==> config.mk <==
export PLATFORM = sky130hd
export DESIGN_NAME = hazard_controller
export DESIGN_NICKNAME = d
export VERILOG_FILES = /design/src/rtl/hazard_controller.sv
export SDC_FILE = /design/constraint.sdc
export NUM_CORES = 1
export LEC_CHECK = 0
export CAP_MARGIN = 20
export CORE_ASPECT_RATIO = 1.75
export CORE_UTILIZATION = 50
export DETAILED_ROUTE_END_ITERATION = 8
export PLACE_DENSITY = 0.88
export SETUP_SLACK_MARGIN = 0.2
export SYNTH_ARGS = -nofsm -noshare
export SYNTH_HDL_FRONTEND = slang
export SYNTH_SLANG_ARGS = --single-unit
==> constraint.sdc <==
create_clock -name clk -period 5.35 [get_ports clk]
set_input_delay 1.3375 -clock clk [delete_from_list [all_inputs] [get_ports clk]]
set_output_delay 1.3375 -clock clk [all_outputs]
set_load 0.02 [all_outputs]
==> src/rtl/hazard_controller.sv <==
// rtl/hazard_controller.sv - Hazard, forwarding and mult/div sequencing control for a 5-stage MIPS pipeline
module hazard_controller #(
    parameter int MULDIV_CYCLES = 32,
    parameter int CNT_W         = 6
) (
    input  logic        clk,
    input  logic        reset_n,
    input  logic [4:0]  RsD,
    input  logic [4:0]  RtD,
    input  logic [4:0]  RsE,
    input  logic [4:0]  RtE,
    input  logic [4:0]  WriteRegE,
    input  logic [4:0]  WriteRegM,
    input  logic [4:0]  WriteRegW,
    input  logic        RegWriteE,
    input  logic        RegWriteM,
    input  logic        RegWriteW,
    input  logic        MemtoRegE,
    input  logic        MemtoRegM,
    input  logic        BranchD,
    input  logic        MulDivE,
    output logic [1:0]  ForwardAE,
    output logic [1:0]  ForwardBE,
    output logic        ForwardAD,
    output logic        ForwardBD,
    output logic        StallF,
    output logic        StallD,
    output logic        StallE,
    output logic        FlushE,
    output logic        MulDivBusy,
    output logic        MulDivDone,
    output logic [31:0] StallCount
);

    typedef enum logic [1:0] {
        IDLE = 2'd0,
        BUSY = 2'd1,
        DONE = 2'd2
    } state_t;

    // Entry cycle plus BUSY cycles counting CNT_LOAD..0 gives MULDIV_CYCLES stalled cycles.
    localparam logic [CNT_W-1:0] CNT_LOAD = CNT_W'(MULDIV_CYCLES - 2);

    state_t             state_q, state_d;
    logic [CNT_W-1:0]   cnt_q, cnt_d;
    logic [31:0]        stall_count_q, stall_count_d;
    logic               lwstall, brstall, mdstall;

    always_comb begin
        ForwardAE = 2'd0;
        ForwardBE = 2'd0;
        if (RegWriteM && (WriteRegM == RsE) && (RsE != 5'd0))
            ForwardAE = 2'd2;
        else if (RegWriteW && (WriteRegW == RsE) && (RsE != 5'd0))
            ForwardAE = 2'd1;
        if (RegWriteM && (WriteRegM == RtE) && (RtE != 5'd0))
            ForwardBE = 2'd2;
        else if (RegWriteW && (WriteRegW == RtE) && (RtE != 5'd0))
            ForwardBE = 2'd1;
    end

    assign ForwardAD = RegWriteM && (WriteRegM == RsD) && (RsD != 5'd0);
    assign ForwardBD = RegWriteM && (WriteRegM == RtD) && (RtD != 5'd0);

    assign lwstall = MemtoRegE && (RtE != 5'd0) && ((RtE == RsD) || (RtE == RtD));

    assign brstall = BranchD &&
        ((RegWriteE && (WriteRegE != 5'd0) && ((WriteRegE == RsD) || (WriteRegE == RtD))) ||
         (MemtoRegM && (WriteRegM != 5'd0) && ((WriteRegM == RsD) || (WriteRegM == RtD))));

    always_comb begin
        state_d    = state_q;
        cnt_d      = cnt_q;
        mdstall    = 1'b0;
        MulDivDone = 1'b0;
        case (state_q)
            IDLE: begin
                if (MulDivE) begin
                    mdstall = 1'b1;
                    cnt_d   = CNT_LOAD;
                    state_d = BUSY;
                end
            end
            BUSY: begin
                mdstall = 1'b1;
                if (cnt_q == '0)
                    state_d = DONE;
                else
                    cnt_d = cnt_q - CNT_W'(1);
            end
            DONE: begin
                // MulDivE here still belongs to the op that is just leaving E.
                MulDivDone = 1'b1;
                state_d    = IDLE;
            end
            default: begin
                state_d = IDLE;
                cnt_d   = '0;
            end
        endcase
    end

    assign MulDivBusy = (state_q != IDLE) || MulDivE;
    assign StallF     = lwstall || brstall || mdstall;
    assign StallD     = StallF;
    assign StallE     = mdstall;
    assign FlushE     = (lwstall || brstall) && !mdstall;

    assign stall_count_d = (StallF && (stall_count_q != 32'hFFFF_FFFF))
                         ? stall_count_q + 32'd1 : stall_count_q;
    assign StallCount    = stall_count_q;

    always_ff @(posedge clk or negedge reset_n) begin
        if (!reset_n) begin
            state_q       <= IDLE;
            cnt_q         <= '0;
            stall_count_q <= 32'd0;
        end else begin
            state_q       <= state_d;
            cnt_q         <= cnt_d;
            stall_count_q <= stall_count_d;
        end
    end

endmodule

==> flow_metrics.tcl <==
set metrics [dict create \
    die_y_um 101 \
    path_common_cell "clkdlybuf4s50_1" \
    grt_max_degree 41 \
    ios 88 \
    synthCells 307 \
    start_util_pct 52.4 \
    drive_above_1_share_pct 5.60 \
    path_cells "clkdlybuf4s50_1, or4_1, o211ai_1, a21oi_1, or4b_1, clkdlybuf4s50_1" \
    cpPeakStageDelay_ns 0.60 \
    ff2ff_path_depth 7 \
    drtIter0Drc 86 \
    worst-path-buf-inv 2 \
    cts.sinks 40 \
    grt_use_total_pct 26.0 \
    status "finished, final reports clean" \
    cp.depth 6 \
    synth_compound_area_share_pct 4.73 \
    antenna_found_initial 0 \
    port-buffer-count 87 \
    synth_edf_count 0 \
    cts_resized 0 \
    drt_drc_violations_left 0 \
    finalSetupViolCount 0 \
    dpl.hpwl_um 5710 \
    ant_nets 0 \
    seq_area_frac_synth_pct 36.1 \
    crit_type "in2out" \
    cts_root_buf "clkbuf_8" \
    cts.clk_slew.worst_paths_ns 0.08 \
    hold_viol 0 \
    p_leak_nw 1.47 \
    hold_buffers 0 \
    synth_area_mm2 0.00278 \
    area_growth_pct 36.9 \
    critPathLaunchType "input pin" \
    utilization_pct 71.7 \
    timing.fmax_mhz 196 \
    finalCritPeriodShare_pct 95.2 \
    grt_pass1_wl_um 12000 \
    critical_path.top_delay_family "simple AND/OR/NAND/NOR gates" \
    fillers 403 \
    muxShareOfSynthArea_pct 0.766 \
    ys_warn_count 0 \
    synth-simple-area-share_pct 26.8 \
    post_cts_buffers 0 \
    ys_ff_latch 40 \
    final_cells 467 \
    hold_class "reg2reg" \
    nets 439 \
    ir_drop_mv 0.137 \
    synth_nets 354 \
    period_needed_ns 5.09 \
    drtPass1Iterations 5 \
    avgSynthCellArea_um2 9.04 \
    rsz0062_at_grt "false" \
    overflow 0 \
    synthAdderAreaFrac_pct 1.35 \
    fin_tns_setup_ns 0 \
    drv_cap 0 \
    async_flop_share_pct 100 \
    dpl.cell_count 458 \
    wire_per_inst_um 15.3 \
    grt_pass1_vias 2745 \
    synthFlopType "dfrtp_1" \
    clockBufferDepth 2 \
    viasPerCell 5.61 \
    fp.dieArea_mm2 0.00587 \
    multiInputGateArea_mm2 0.00165 \
    place.gp.congestion 0.873 \
    synth_top_family_by_area "simple AND/OR/NAND/NOR gates" \
    p_per_area_mw_per_mm2 284 \
    relSlewSlack_pct 41.2 \
    cp.required_ns 4.01 \
    skew_ns 0.00781 \
    cp_max_fo 3 \
    die_w_um 58.3 \
    vias 2619 \
    seq_area_mm2 0.00100 \
    tightestPinTransition_ns 0.883 \
    drv_slew 0 \
    core_mm2 0.00530 \
    ys_types 46 \
    cts_tree "built" \
    diodes 0 \
    worstPathArrival_ns 3.75 \
    synthXorXnorAreaFrac_pct 25.9 \
    cp-end-kind "primary output" \
    wl_um 7130 \
    min_path_cells 1 \
    placementRows 35 \
    slowest_stage "or4b_1" \
    h-tree-depth 2 \
    clk_latency_ns 0.29 \
    numCtsBuffers 5 \
]
==> area by class of cell <==
| type | count | area share [%] |
|---|---|---|
| timing repair buffer | 97 | 24.7 |
| multi-input combinational | 242 | 43.5 |
| inverter | 6 | 0.592 |
| sequential | 40 | 26.3 |
| tap | 74 | 2.44 |
| clock buffer | 7 | 2.27 |
| clock inverter | 1 | 0.197 |
==> state kept, by name (all words and copies together) (netlist names) <==
signal,cells
cnt_q,6
StallCount,32
state_q,2
==> layer usage <==
metal / up-vias / track usage, % / routed length (um)
met1: 1240 / 25.1 / 2490
met3: 25 / 3.08 / 329
met4: 0 / 12.6 / 268
li1: 1234 / - / -
met5: - / 0 / 0
met2: 120 / 51.7 / 4040
==> cell usage after synthesis (all sizes together) (3+ instances only) <==
cell type   n  area share [%]
a21oi       3            0.54
nor4        7             1.6
or3         3            0.68
dfrtp      40              36
nand3      13             2.3
or4         7             1.9
clkbuf      9             1.2
nand2      30             4.3
o21ai       5            0.90
nor3       11             2.2
nand4      20             4.7
inv         6            0.81
xnor2      64              20
nand2b      3            0.68
o22ai       3            0.68
buf        10             2.4
xor2       18             5.7
ha          3             1.4
nor2       19             2.6
and3        9             2.0
==> worst paths after layout <==
| path | start | to | slack [ns] |
|---|---|---|---|
| setup / recovery | WriteRegM[1] | StallD | 0.26 |
| hold / removal | StallCount[13] | StallCount[13] | 0.50 |
| setup reg to reg | StallCount[0] | StallCount[1] | 2.46 |
| hold reg to reg | StallCount[13] | StallCount[13] | 0.50 |
| max in group asynchronous | reset_n | StallCount[10] | 3.64 |
| min in group asynchronous | reset_n | StallCount[4] | 1.17 |
==> placed cells by master (no fill, tap or decap), types with 2 or more instances in the layout <==
master,n
clkdlybuf4s50_1,86
xnor2_1,64
dfrtp_1,40
nand2_1,29
nor2_1,19
nand4_1,19
xor2_1,18
nand3_1,13
nor3_1,10
and3_1,9
buf_4,9
or4_1,7
nor4_1,7
inv_1,6
clkbuf_8,6
o21ai_0,5
or3_1,3
a21oi_1,3
o22ai_1,3
nand2b_1,3
ha_1,3
nor2b_1,2
and2_1,2
a22o_1,2
nor4b_1,2
buf_2,2
==> power by group <==
part	internal (mW)	switching, mW	total [mW]
clock network	0.105	0.101	0.206
registers	0.360	0.0692	0.429
logic	0.224	0.221	0.445
total	0.689	0.391	1.08
==> through the flow <==
step,hold slack (ns),setup WS [ns],power [mW],area [um^2]
5_1_grt,0.525,0.219,1.15,3800
3_5_place_dp,0.491,0.253,0.883,3700
4_1_cts,0.507,0.252,1.09,3800
3_3_place_gp,0.479,0.272,0.860,3700
2_1_floorplan,0.465,0.826,0.705,2780
6_report,0.501,0.258,1.08,3800
==> cell families (layout without fill, tap and decap cells) <==
kind of cell | count (synthesis) | after routing
muxes | 2 | 2
xor gates and xnor gates | 82 | 82
and+or+nand+nor | 135 | 135
adders and majority gates | 3 | 3
DFF | 40 | 40
AOI/OAI and AO/OA | 20 | 20
buffers and inverters | 25 | 111
Power figures use the tool's default switching activity.
